--- src/rtl/eq_pkg.sv ---
// Shared types and constants for the equalizer band scheduler.
package eq_pkg;

  localparam int SMPL_W = 24;
  localparam int ACC_W  = 27;

  localparam logic [SMPL_W-1:0] SMPL_MAX = 24'h7F_FFFF;
  localparam logic [SMPL_W-1:0] SMPL_MIN = 24'h80_0000;

  // Same limits expressed at accumulator width for signed comparison.
  localparam logic signed [ACC_W-1:0] ACC_HI = 27'sd8388607;
  localparam logic signed [ACC_W-1:0] ACC_LO = -27'sd8388608;

  typedef enum logic [1:0] {IDLE, ISSUE, WAIT, DONE} sched_state_t;

  // Clamp a wide accumulator to the signed 24-bit sample range.
  function automatic logic [SMPL_W-1:0] sat_smpl(input logic signed [ACC_W-1:0] a);
    if (a > ACC_HI)      return SMPL_MAX;
    else if (a < ACC_LO) return SMPL_MIN;
    else                 return a[SMPL_W-1:0];
  endfunction

endpackage

--- src/rtl/eq_sat_acc.sv ---
// One channel accumulator: sign-extended adds of band results, with clear.
// sat_o is the saturated value the accumulator holds after this cycle, so the
// top can capture the final sum on the same edge the last result is added.
module eq_sat_acc
  import eq_pkg::*;
(
  input  logic              clk,
  input  logic              rst_n,
  input  logic              clr_i,
  input  logic              add_i,
  input  logic [SMPL_W-1:0] din_i,
  output logic [SMPL_W-1:0] sat_o
);

  logic signed [ACC_W-1:0] acc_q, acc_d;

  // Next accumulator value: clear has priority over add.
  always_comb begin
    acc_d = acc_q;
    if (clr_i)      acc_d = '0;
    else if (add_i) acc_d = acc_q + {{(ACC_W-SMPL_W){din_i[SMPL_W-1]}}, din_i};
  end

  // Accumulator register.
  always_ff @(posedge clk or negedge rst_n) begin
    if (!rst_n) acc_q <= '0;
    else        acc_q <= acc_d;
  end

  assign sat_o = sat_smpl(acc_d);

endmodule

--- src/rtl/eq_band_sched.sv ---
// Issues one filter job per (band, channel) for each stereo sample, sums the
// results per channel and presents the saturated stereo result downstream.
module eq_band_sched
  import eq_pkg::*;
#(
  parameter int NUM_BANDS = 5,
  parameter int BAND_W    = 3
) (
  input  logic              clk,
  input  logic              rst_n,
  input  logic              smpl_vld,
  input  logic [SMPL_W-1:0] smpl_lft,
  input  logic [SMPL_W-1:0] smpl_rght,
  output logic              job_req,
  input  logic              job_ack,
  output logic [BAND_W-1:0] job_band,
  output logic              job_chnl,
  output logic [SMPL_W-1:0] job_smpl,
  input  logic              res_vld,
  input  logic [SMPL_W-1:0] res_data,
  output logic              out_vld,
  output logic [SMPL_W-1:0] out_lft,
  output logic [SMPL_W-1:0] out_rght,
  output logic              busy,
  output logic              overrun,
  input  logic              ovr_clr
);

  sched_state_t      state_q, state_d;
  logic [SMPL_W-1:0] wrk_l_q, wrk_r_q, pnd_l_q, pnd_r_q;
  logic              pnd_vld_q;
  logic [BAND_W-1:0] band_q;
  logic              chnl_q;
  logic              ovr_q, out_vld_q;
  logic [SMPL_W-1:0] out_l_q, out_r_q;
  logic [SMPL_W-1:0] sat_l, sat_r;

  logic idle_or_done, pnd_pop, smpl_take, load, res_take, last_job, frame_end;
  logic smpl_push, smpl_drop;

  // A new frame may start only from IDLE or DONE; pending always goes first.
  assign idle_or_done = (state_q == IDLE) || (state_q == DONE);
  assign pnd_pop      = idle_or_done && pnd_vld_q;
  assign smpl_take    = idle_or_done && !pnd_vld_q && smpl_vld;
  assign load         = pnd_pop || smpl_take;
  assign res_take     = (state_q == WAIT) && res_vld;
  assign last_job     = (band_q == BAND_W'(NUM_BANDS-1)) && chnl_q;
  assign frame_end    = res_take && last_job;
  // An unconsumed sample lands in pending if the slot is free or being
  // emptied this cycle; otherwise it is lost.
  assign smpl_push    = smpl_vld && !smpl_take && (!pnd_vld_q || pnd_pop);
  assign smpl_drop    = smpl_vld && !smpl_take && pnd_vld_q && !pnd_pop;

  // Next-state logic for the job sequencer.
  always_comb begin
    state_d = state_q;
    unique case (state_q)
      IDLE, DONE: state_d = load ? ISSUE : IDLE;
      ISSUE:      if (job_ack) state_d = WAIT;
      WAIT:       if (res_vld) state_d = last_job ? DONE : ISSUE;
      default:    state_d = IDLE;
    endcase
  end

  // State register.
  always_ff @(posedge clk or negedge rst_n) begin
    if (!rst_n) state_q <= IDLE;
    else        state_q <= state_d;
  end

  // Working sample and (band, channel) step counter; channel toggles first.
  always_ff @(posedge clk or negedge rst_n) begin
    if (!rst_n) begin
      wrk_l_q <= '0;
      wrk_r_q <= '0;
      band_q  <= '0;
      chnl_q  <= 1'b0;
    end else if (load) begin
      wrk_l_q <= pnd_pop ? pnd_l_q : smpl_lft;
      wrk_r_q <= pnd_pop ? pnd_r_q : smpl_rght;
      band_q  <= '0;
      chnl_q  <= 1'b0;
    end else if (res_take) begin
      chnl_q <= ~chnl_q;
      if (chnl_q) band_q <= band_q + 1'b1;
    end
  end

  // One-deep pending buffer and sticky overrun flag (set beats clear).
  always_ff @(posedge clk or negedge rst_n) begin
    if (!rst_n) begin
      pnd_vld_q <= 1'b0;
      pnd_l_q   <= '0;
      pnd_r_q   <= '0;
      ovr_q     <= 1'b0;
    end else begin
      pnd_vld_q <= (pnd_vld_q && !pnd_pop) || smpl_push;
      if (smpl_push) begin
        pnd_l_q <= smpl_lft;
        pnd_r_q <= smpl_rght;
      end
      if (smpl_drop)    ovr_q <= 1'b1;
      else if (ovr_clr) ovr_q <= 1'b0;
    end
  end

  // Output capture on the last result so out_vld lands in the DONE cycle.
  always_ff @(posedge clk or negedge rst_n) begin
    if (!rst_n) begin
      out_vld_q <= 1'b0;
      out_l_q   <= '0;
      out_r_q   <= '0;
    end else begin
      out_vld_q <= frame_end;
      if (frame_end) begin
        out_l_q <= sat_l;
        out_r_q <= sat_r;
      end
    end
  end

  eq_sat_acc u_acc_l (
    .clk   (clk),
    .rst_n (rst_n),
    .clr_i (load),
    .add_i (res_take && !chnl_q),
    .din_i (res_data),
    .sat_o (sat_l)
  );

  eq_sat_acc u_acc_r (
    .clk   (clk),
    .rst_n (rst_n),
    .clr_i (load),
    .add_i (res_take && chnl_q),
    .din_i (res_data),
    .sat_o (sat_r)
  );

  assign job_req  = (state_q == ISSUE);
  assign job_band = band_q;
  assign job_chnl = chnl_q;
  assign job_smpl = chnl_q ? wrk_r_q : wrk_l_q;
  assign out_vld  = out_vld_q;
  assign out_lft  = out_l_q;
  assign out_rght = out_r_q;
  assign busy     = (state_q != IDLE);
  assign overrun  = ovr_q;

endmodule

--- config.mk ---
export PLATFORM = sky130hd
export DESIGN_NAME = eq_band_sched
export DESIGN_NICKNAME = d
export VERILOG_FILES = /design/src/rtl/eq_pkg.sv /design/src/rtl/eq_sat_acc.sv /design/src/rtl/eq_band_sched.sv
export SDC_FILE = /design/constraint.sdc
export NUM_CORES = 1
export LEC_CHECK = 0
export ABC_AREA = 0
export CAP_MARGIN = 20
export CORE_ASPECT_RATIO = 1.1
export CORE_MARGIN = 2
export CORE_UTILIZATION = 35
export DETAILED_ROUTE_END_ITERATION = 12
export SETUP_SLACK_MARGIN = 0.15
export SYNTH_ARGS = -nofsm -noshare
export SYNTH_HDL_FRONTEND = slang
export SYNTH_SLANG_ARGS = --single-unit
--- constraint.sdc ---
create_clock -name clk -period 4 [get_ports clk]
set_input_delay 0.8 -clock clk [delete_from_list [all_inputs] [get_ports clk]]
set_output_delay 0.8 -clock clk [all_outputs]
set_load 0.02 [all_outputs]
======== After elaboration in Yosys (flattened, before gate mapping) ========
Index checks and enable logic that the tools add are counted.
Widths: inputs -> output; s select.
storage, ports and cells
  input bits .............................. 78
  logic and storage cells ................. 80
  bits in registers ....................... 207
  output and inout port bits .............. 80
operators by class
  add/sub/neg operators ................... 3
  reductions and logical operators ........ 29
  $lt $le $gt $ge ......................... 4
  eq/ne operators ......................... 6
  multiplexer cells ....................... 23
  bitwise operators ....................... 1
operator list
  kind                  count
  $mux 24               7
  $mux 27               4
  $add 27x27->27        2
  $gt 27x24->1 const B  2
  $lt 27x24->1 const B  2
  $logic_and 1x1->1     13
  $mux 3                3
  $reduce_bool 2->1     4
  $mux 2                3
  $pmux 2 s3            1
  $mux 1                5
  $eq 2x2->1 const B    2
  $logic_not 1->1       4
  $logic_or 1x1->1      4
  $reduce_and 2->1      2
  $add 3x1->3 const B   1
  $eq 3x3->1 const B    1
  $eq 2x1->1 const B    1
  $logic_not 2->1       1
  $ne 2x1->1 const B    1
  $ne 2x2->1 const B    1
  $reduce_or 2->1       1
  $not 1->1             1

======== Logic depth before layout (Yosys ltp) ========
  word-level depth ........................ 9
  depth in mapped cells ................... 14
  depth with buffers taken out ............ 13

======== By module ========
Synthesis repeated with hierarchy kept, for this count alone.
second synthesis, totals
  cells, all modules ...................... 1,220
  area total of the unflattened synthesis .. 12,487.0 µm²
modules (own cells, without submodules)
  module                cells an instance  area an instance (µm²)  sequential area each (µm²)  times used
  eq_band_sched         489                6,615.1                 3,828.7                     1
  eq_sat_acc (u_acc_r)  398                3,067.9                 675.6                       1
  eq_sat_acc (u_acc_l)  333                2,803.9                 675.6                       1

======== Worst setup path before layout ========
OpenSTA, ideal clock, no wires.
  path kind ............................... in2reg
  start point ............................. input res_data[0]
  end point ............................... register out_l_q[21], in the netlist out_lft[21]
  buffers on the path ..................... 1
  setup slack ............................. 0.273 ns
  library setup time ...................... 0.122 ns
  cell stages on the path ................. 14
  required time ........................... 3.878 ns
  arrival ................................. 3.605 ns
  path through ............................ ha_1 -> inv_1 -> fa_1 -> nor2b_1 -> o31ai_2 -> a32o_1 -> o211a_1 -> o21ai_0 -> a311oi_2 -> mux2i_2 -> and3_1 -> buf_6 -> a211o_1 -> a32o_1
on the way
  cells in the longest elaborated chain, start to end .. 6
  elaborated cells on any way between the ends .. 7
  classes of those cells .................. 1 x add/sub; 2 x order compare; 4 x mux
ends and longest elaborated chain
  element               line                  source
  start, declared       eq_band_sched.sv:20   input logic [SMPL_W-1:0] res_data,
  $add 27x27->27 (*)    eq_sat_acc.sv:21      else if (add_i) acc_d = acc_q + {{(ACC_W-SMPL_W){din_i[SMPL_W-1]}}, din_i};
  $mux 27 (*)           eq_sat_acc.sv:21
  $mux 27 (*)           eq_sat_acc.sv:20      if (clr_i) acc_d = '0;
  $lt 27x24->1          eq_pkg.sv:19          else if (a < ACC_LO) return SMPL_MIN;
  $mux 24               eq_pkg.sv:19
  $mux 24 (*)           eq_pkg.sv:18          if (a > ACC_HI) return SMPL_MAX;
  end signal, assigned  eq_band_sched.sv:116  out_l_q <= sat_l;
  end, declared         eq_band_sched.sv:35   logic [SMPL_W-1:0] out_l_q, out_r_q;
Every way passes the cells marked *; elsewhere a longest branch is shown, timed or not.
A chain may end at the register's enable or synchronous reset.

======== Worst setup path in the final report ========
  start point ............................. input res_data[0]
  end point ............................... register out_l_q[6], in the netlist out_lft[6]
The elaborated chain is that of the path after synthesis.

==> qor.csv <==
metric,value,unit
min cycle time layout,3730,ps
met3 usage,5.85,%
Die W,178,µm
Synth Area in Adders,6.58,%
pin count of the biggest net entering global routing,100,
core area,32500,µm²
Avg WL per Cell,17.4,µm
multiplexer share of the synthesized area,11.4,%
"non-filler cells, final",1906,
DR iter-0 viols,525,
Gate Count Post-Synth,1202,
first-pass GRT wire length,53800,µm
final worst slack,265,ps
Worst-Skew Late Latency,540,ps
reg2reg path depth,14,
mean area per synthesized cell,9.65,µm²
area share of xor/xnor cells in the synthesized design,2.79,%
"Top FF cell, synth",dfrtp_1,
"Hold Vio Cnt, Final",0,
ANT nets after route,0,
Clk Tree Root Cell,clkbuf_16,
Place WS,-545,ps
grt met1 use,23.3,%
Hold Crit Class,primary input to asynchronous set/reset pin,
fraction of registers with async set/reset,100,%
Post-Syn Area,11600,µm²
Die Y-Extent,195,µm
Power Density,598,nW/µm²
Slew HR,40.0,%
main combinational cell family by area after synthesis,compound AO/OA/AOI/OAI gates,
setup tns final,0,ps
share of the synthesized area in the top cell type,44.7,%
antenna fix cells,0,
"Reg clk slew, reported paths",60,ps
routing usage on met2,32.9,%
Yosys warnings,0,
Setup Skew,14.0,ps
Worst Max-Slew Pin Slew,900,ps
# port buffers,157,
post-synthesis simple-gate area fraction,12.6,%
Switching Share,35.8,%
die area,34600,µm²
Clock Sinks,207,
Critical Path Fanout Max,16,
Max Root-Sink Buffers,3,
RSZ-0062 raised after global routing,yes,
startpoint types,primary input,
Critical Setup Path Class,primary input to flip-flop,
Post-Syn Nets,1339,
CTS H-tree depth,1,
Pre-antenna DRT Iters,4,
"EDFF count, synth",0,
final worst-path cycle share,93.4,%
MaxCap Viol Count,0,
Logic pwr share,42.2,%
Layout area overhead,33.8,%
crit path DAT,4150,ps
Critical Path End Type,flip-flop,
CP required,4410,ps
leakage power,7.22,nW
Final Wtd Congestion,0.877,
f_max,268,MHz
total track usage,19.3,%
grt total ovfl,0,
vias,9984,
total CTS buffers,25,
WL final,33100,µm
Remaining DRCs,0,
clock group share of total power,25.2,%
Total Nets Final,1602,
Unique masters post-synth,68,
compound-gate portion of the synthesized area,18.7,%
"top cells by area, synth","dfrtp_1 (45%), mux2_2 (7.1%), ha_1 (6.2%)",
Initial Utilization,35.7,%
part of the power in registers,32.6,%
Util after Layout,47.8,%
num rows,69,
io pins,158,
dpl hpwl,24300,µm
CTS tree,done,
vias in the first global route,10300,
initial antenna violation count,2,
final slew viol count,0,
sequential-to-total area share from yosys stat,44.7,%
share of cells above drive strength 1,19.6,%
#FFs+latches synth,207,
status,finished clean,
Int Power,0.00595,W
Post-Place Cells,1863,
GRT Max-Usage Layer,met2,
top cell type by total area after synthesis,dfrtp_1,
count of final setup violators,0,
VDD IR max,0.000472,V
P_sw,0.00332,W
vias per inst,5.24,
==> worst paths after layout <==
kind,startpoint,to,slack [ps]
max reg2reg,u_acc_l.acc_q[0]$_DFF_PN0_,out_lft[6]$_DFFE_PN0P_,620
min in group clk,wrk_l_q[4]$_DFFE_PN0P_,wrk_l_q[4]$_DFFE_PN0P_,470
max in group asynchronous,rst_n,u_acc_l.acc_q[25]$_DFF_PN0_,2910
min reg2reg,wrk_l_q[4]$_DFFE_PN0P_,wrk_l_q[4]$_DFFE_PN0P_,470
max,res_data[0],out_lft[6]$_DFFE_PN0P_,270
min,rst_n,u_acc_r.acc_q[16]$_DFF_PN0_,320
==> power by group through the flow <==
stage	registers, W	logic, W	clock network (W)
detailed placement	0.00306	0.00392	0
finish	0.00302	0.00391	0.00234
floorplan	0.00295	0.00258	0
CTS	0.00303	0.00394	0.00240
global route	0.00309	0.00432	0.00248
global placement	0.00303	0.00387	0
==> flip-flops by register name, indices dropped and copies added, names as in the netlist <==
name           count
out_rght          24
pnd_vld_q          1
pnd_l_q           24
job_band           3
wrk_l_q           24
u_acc_r.acc_q     27
state_q            2
job_chnl           1
pnd_r_q           24
overrun            1
wrk_r_q           24
u_acc_l.acc_q     27
out_vld            1
out_lft           24
==> cell families (layout without fill, tap and decap cells) <==
group           count (synthesis)  count (layout)
mux                           122             122
fa+ha+maj                      60              60
compound gates                345             345
flops                         207             207
simple gates                  337             337
buf+inv                        94             372
xor+xnor                       37              37
==> Yosys cell counts (5+ instances only) <==
library cell	number
a211o_1	6
a211oi_1	13
a21o_1	21
a21oi_1	116
a221o_1	17
a31oi_1	11
and2_1	10
and3_1	7
buf_1	9
buf_2	6
clkbuf_1	48
dfrtp_1	207
ha_1	57
inv_1	26
mux2_2	73
mux2i_1	48
nand2_1	186
nand3_1	21
nand4_1	9
nor2_1	63
nor3_1	11
nor4_1	6
o211ai_1	5
o21a_1	14
o21ai_0	93
o31ai_1	5
xnor2_1	28
xor2_1	9
==> cells in the final DEF, fill, tap and decap left out, drive strengths merged, types with 4 or more instances in the layout <==
cell type / instances
dfrtp: 207
nand2: 186
clkdlybuf4s50: 156
buf: 146
a21oi: 117
o21ai: 95
mux2: 73
nor2: 63
ha: 57
mux2i: 49
clkbuf: 34
xnor2: 28
inv: 28
nand3: 21
a21o: 21
a221o: 17
o21a: 14
a211oi: 13
and2: 11
nor3: 11
a31oi: 11
xor2: 9
nand4: 9
and3: 7
a211o: 6
nor4: 6
o31ai: 6
o211ai: 5
o211a: 4
or3: 4
a31o: 4
or2: 4
nand2b: 4
a32o: 4
==> cell type report <==
cell class,instances,area [µm²]
inverter,27,101
timing repair buffer,303,2730
clock buffer,33,706
sequential,207,5180
multi-input combinational,901,6130
tap,426,533
clock inverter,9,133
fill,3093,17000
==> worst max-delay path, cell delays in order <==
cell and delay [ps]:
clkdlybuf4s50_1 480, ha_1 190, inv_1 60, fa_1 400
nor2b_2 180, o31ai_2 90, a32o_2 280, o211a_1 260
o31a_1 250, a311oi_2 320, mux2i_2 140, o21ai_2 160
inv_2 70, buf_12 150, a221o_1 290
==> stage by stage <==
stage               cell area (µm²)  power, W  hold WS, ps
finish                        15500   0.00928          322
global route                  15500   0.00990          376
CTS                           15400   0.00937          360
detailed placement            14600   0.00699          466
global placement              14600   0.00690          455
floorplan                     11600   0.00554          444
==> metal layers <==
metal	up-vias	wire length [µm]
met1	4842	13800
met4	2	887
met5	-	11
met3	63	2510
met2	228	15900
li1	4849	-
==> what timing repair did <==
action,in CTS,in global routing
gates resized for setup,2,15
hold buffers,0,0
pin swaps,0,4
buffers inserted,0,1
setup endpoints to repair,23,46
Power figures use the tool's default switching activity.
==> patch, RTL diff (same flow settings) <==
The package constant `ACC_W` goes from 27 to 54.
--- a/src/rtl/eq_pkg.sv
+++ b/src/rtl/eq_pkg.sv
@@ -3,5 +3,5 @@
 
   localparam int SMPL_W = 24;
-  localparam int ACC_W  = 27;
+  localparam int ACC_W  = 54;
 
   localparam logic [SMPL_W-1:0] SMPL_MAX = 24'h7F_FFFF;
Formal check against the unedited RTL: no difference found for any inputs over 10 cycles, from zero or initial values and one cycle with rst_n low; that may be too few to reach the edited logic, so the function may still have changed.
==> patch against the original RTL <==
  * The run now ends with negative setup slack left
  * Hold slack worse by 0.12 ns
  * Worst setup slack got worse by 0.69 ns
  * Clock power rose by 36%
  * Area after synthesis increased by 62%
  * Core utilization grew 4.8 points
  * Maximum frequency is 16% lower
  * Sequential power rose by 16%
  * Global-route usage increased by 5.5 points
  * Register-to-register slack lost 0.95 ns
  * Final area up 81%
  * Critical path depth grew 7
  * Routed wire length increased by 120%
  * Sequential cell count increased by 54
  * Total power rose by 15%
  * Critical path type unchanged
  * Critical endpoint is now out_rght[3]
==> patch: results (changes against the original RTL) <==
vias in the first global route=19900 (was 10300); Clk pwr share=29.9% (was 25.2%); Sw Share=34.4% (was 35.8%); met3 wire length=4410 um (was 2510 um); met1 Usage GRT=30.2% (was 23.3%); Synth Area in Adders=7.65% (was 6.58%); DR WL met2=34400 um (was 15900 um); Crit-path slowest cell=or4_4 (was clkdlybuf4s50_1); failing checks=negative setup slack; R2R cell count=19 (was 14); grt met2 use=42.6% (was 32.9%); placed instance count=3392 (was 1863); crit path DAT=4.89 ns (was 4.15 ns); largest net degree at the start of global routing=99 (was 100); final std cells w/o fill=3495 (was 1906); Seq/Total Area, Yosys=34.7% (was 44.7%); critical path's largest stage delay=0.52 ns (was 0.48 ns); Final TNS setup=-15.85 ns (was 0 ns); P_comb=0.00398 W (was 0.00391 W); FF-to-FF End=out_rght[3] (was out_lft[6]); Min Hold Slack=0.206 ns (was 0.322 ns); top post-synthesis cells by area=dfrtp_1 35%, ha_1 7.4%, nand2_1 5.9%, a21oi_1 5.0%, mux2_2 4.6% (was dfrtp_1 45%, mux2_2 7.1%, ha_1 6.2%, nand2_1 6.0%, a21oi_1 5.0%); Max VDD drop=0.000483 V (was 0.000472 V); mux share of post-synthesis cell area=7.75% (was 11.4%); Compound-Gate Fraction of Synth Area=24.0% (was 18.7%); status=finished with violations (was finished, final reports clean); most frequent cells after synthesis=295 x nand2_1, 261 x dfrtp_1, 189 x a21oi_1, 165 x o21ai_0, 146 x nor2_1 (was 207 x dfrtp_1, 186 x nand2_1, 116 x a21oi_1, 93 x o21ai_0, 73 x mux2_2); CP top delay family=buffers and inverters (was compound AO/OA/AOI/OAI gates); r2r setup slk=-0.33 ns (was 0.62 ns); post-route setup slack=-0.425 ns (was 0.265 ns); 1st-pass router iterations=5 (was 4); initial antenna violation count=3 (was 2); FF-to-FF Start=u_acc_r.acc_q[0] (was u_acc_l.acc_q[0]); Post-DP HPWL=52900 um (was 24300 um); Vias/cell=5.61 (was 5.24); Leak=12.5 nW (was 7.22 nW); syn_nets=2350 (was 1339); post-synthesis xor/xnor area fraction=2.66% (was 2.79%); Synth cell types=108 (was 68); DR iter-0 viols=1193 (was 525); Final setup viols=46 (was 0); share of layout cells above drive strength 1=35.7% (was 19.6%); clk_lat worst skew=0.60 ns (was 0.54 ns); Avg Cell Area, Syn=8.71 sq um (was 9.65 sq um); clock skew=0.0263 ns (was 0.0140 ns); Total GRT Usage=24.8% (was 19.3%); DP Worst Slack=-1.43 ns (was -0.545 ns); grt met3 use=4.36% (was 5.85%)
[patch: worst max path at each step]
stage	from	endpoint	slack (ns)
after floorplan	res_data[0]	out_rght[10]	-0.35
after global placement	res_data[0]	out_lft[9]	-1.36
after detailed placement	res_data[0]	out_lft[9]	-1.43
after CTS	res_data[23]	out_rght[7]	-0.34
after global routing	res_data[14]	out_rght[22]	-0.59
final	res_data[23]	out_rght[3]	-0.43
[patch: layout make-up]
class / instances / area [sq um]
clock inverter: 15 / 303
sequential: 261 / 6530
timing repair buffer: 727 / 6230
clock buffer: 39 / 825
tap: 682 / 853
multi-input combinational: 1723 / 13100
fill: 4790 / 25300
inverter: 48 / 183
[patch: timing repair]
action / 4_1_cts / 5_1_grt
setup endpoints to repair: 49 / 47
setup buffers: 14 / 21
pin swaps: 27 / 38
gates resized for setup: 108 / 196
gates cloned: 4 / 10
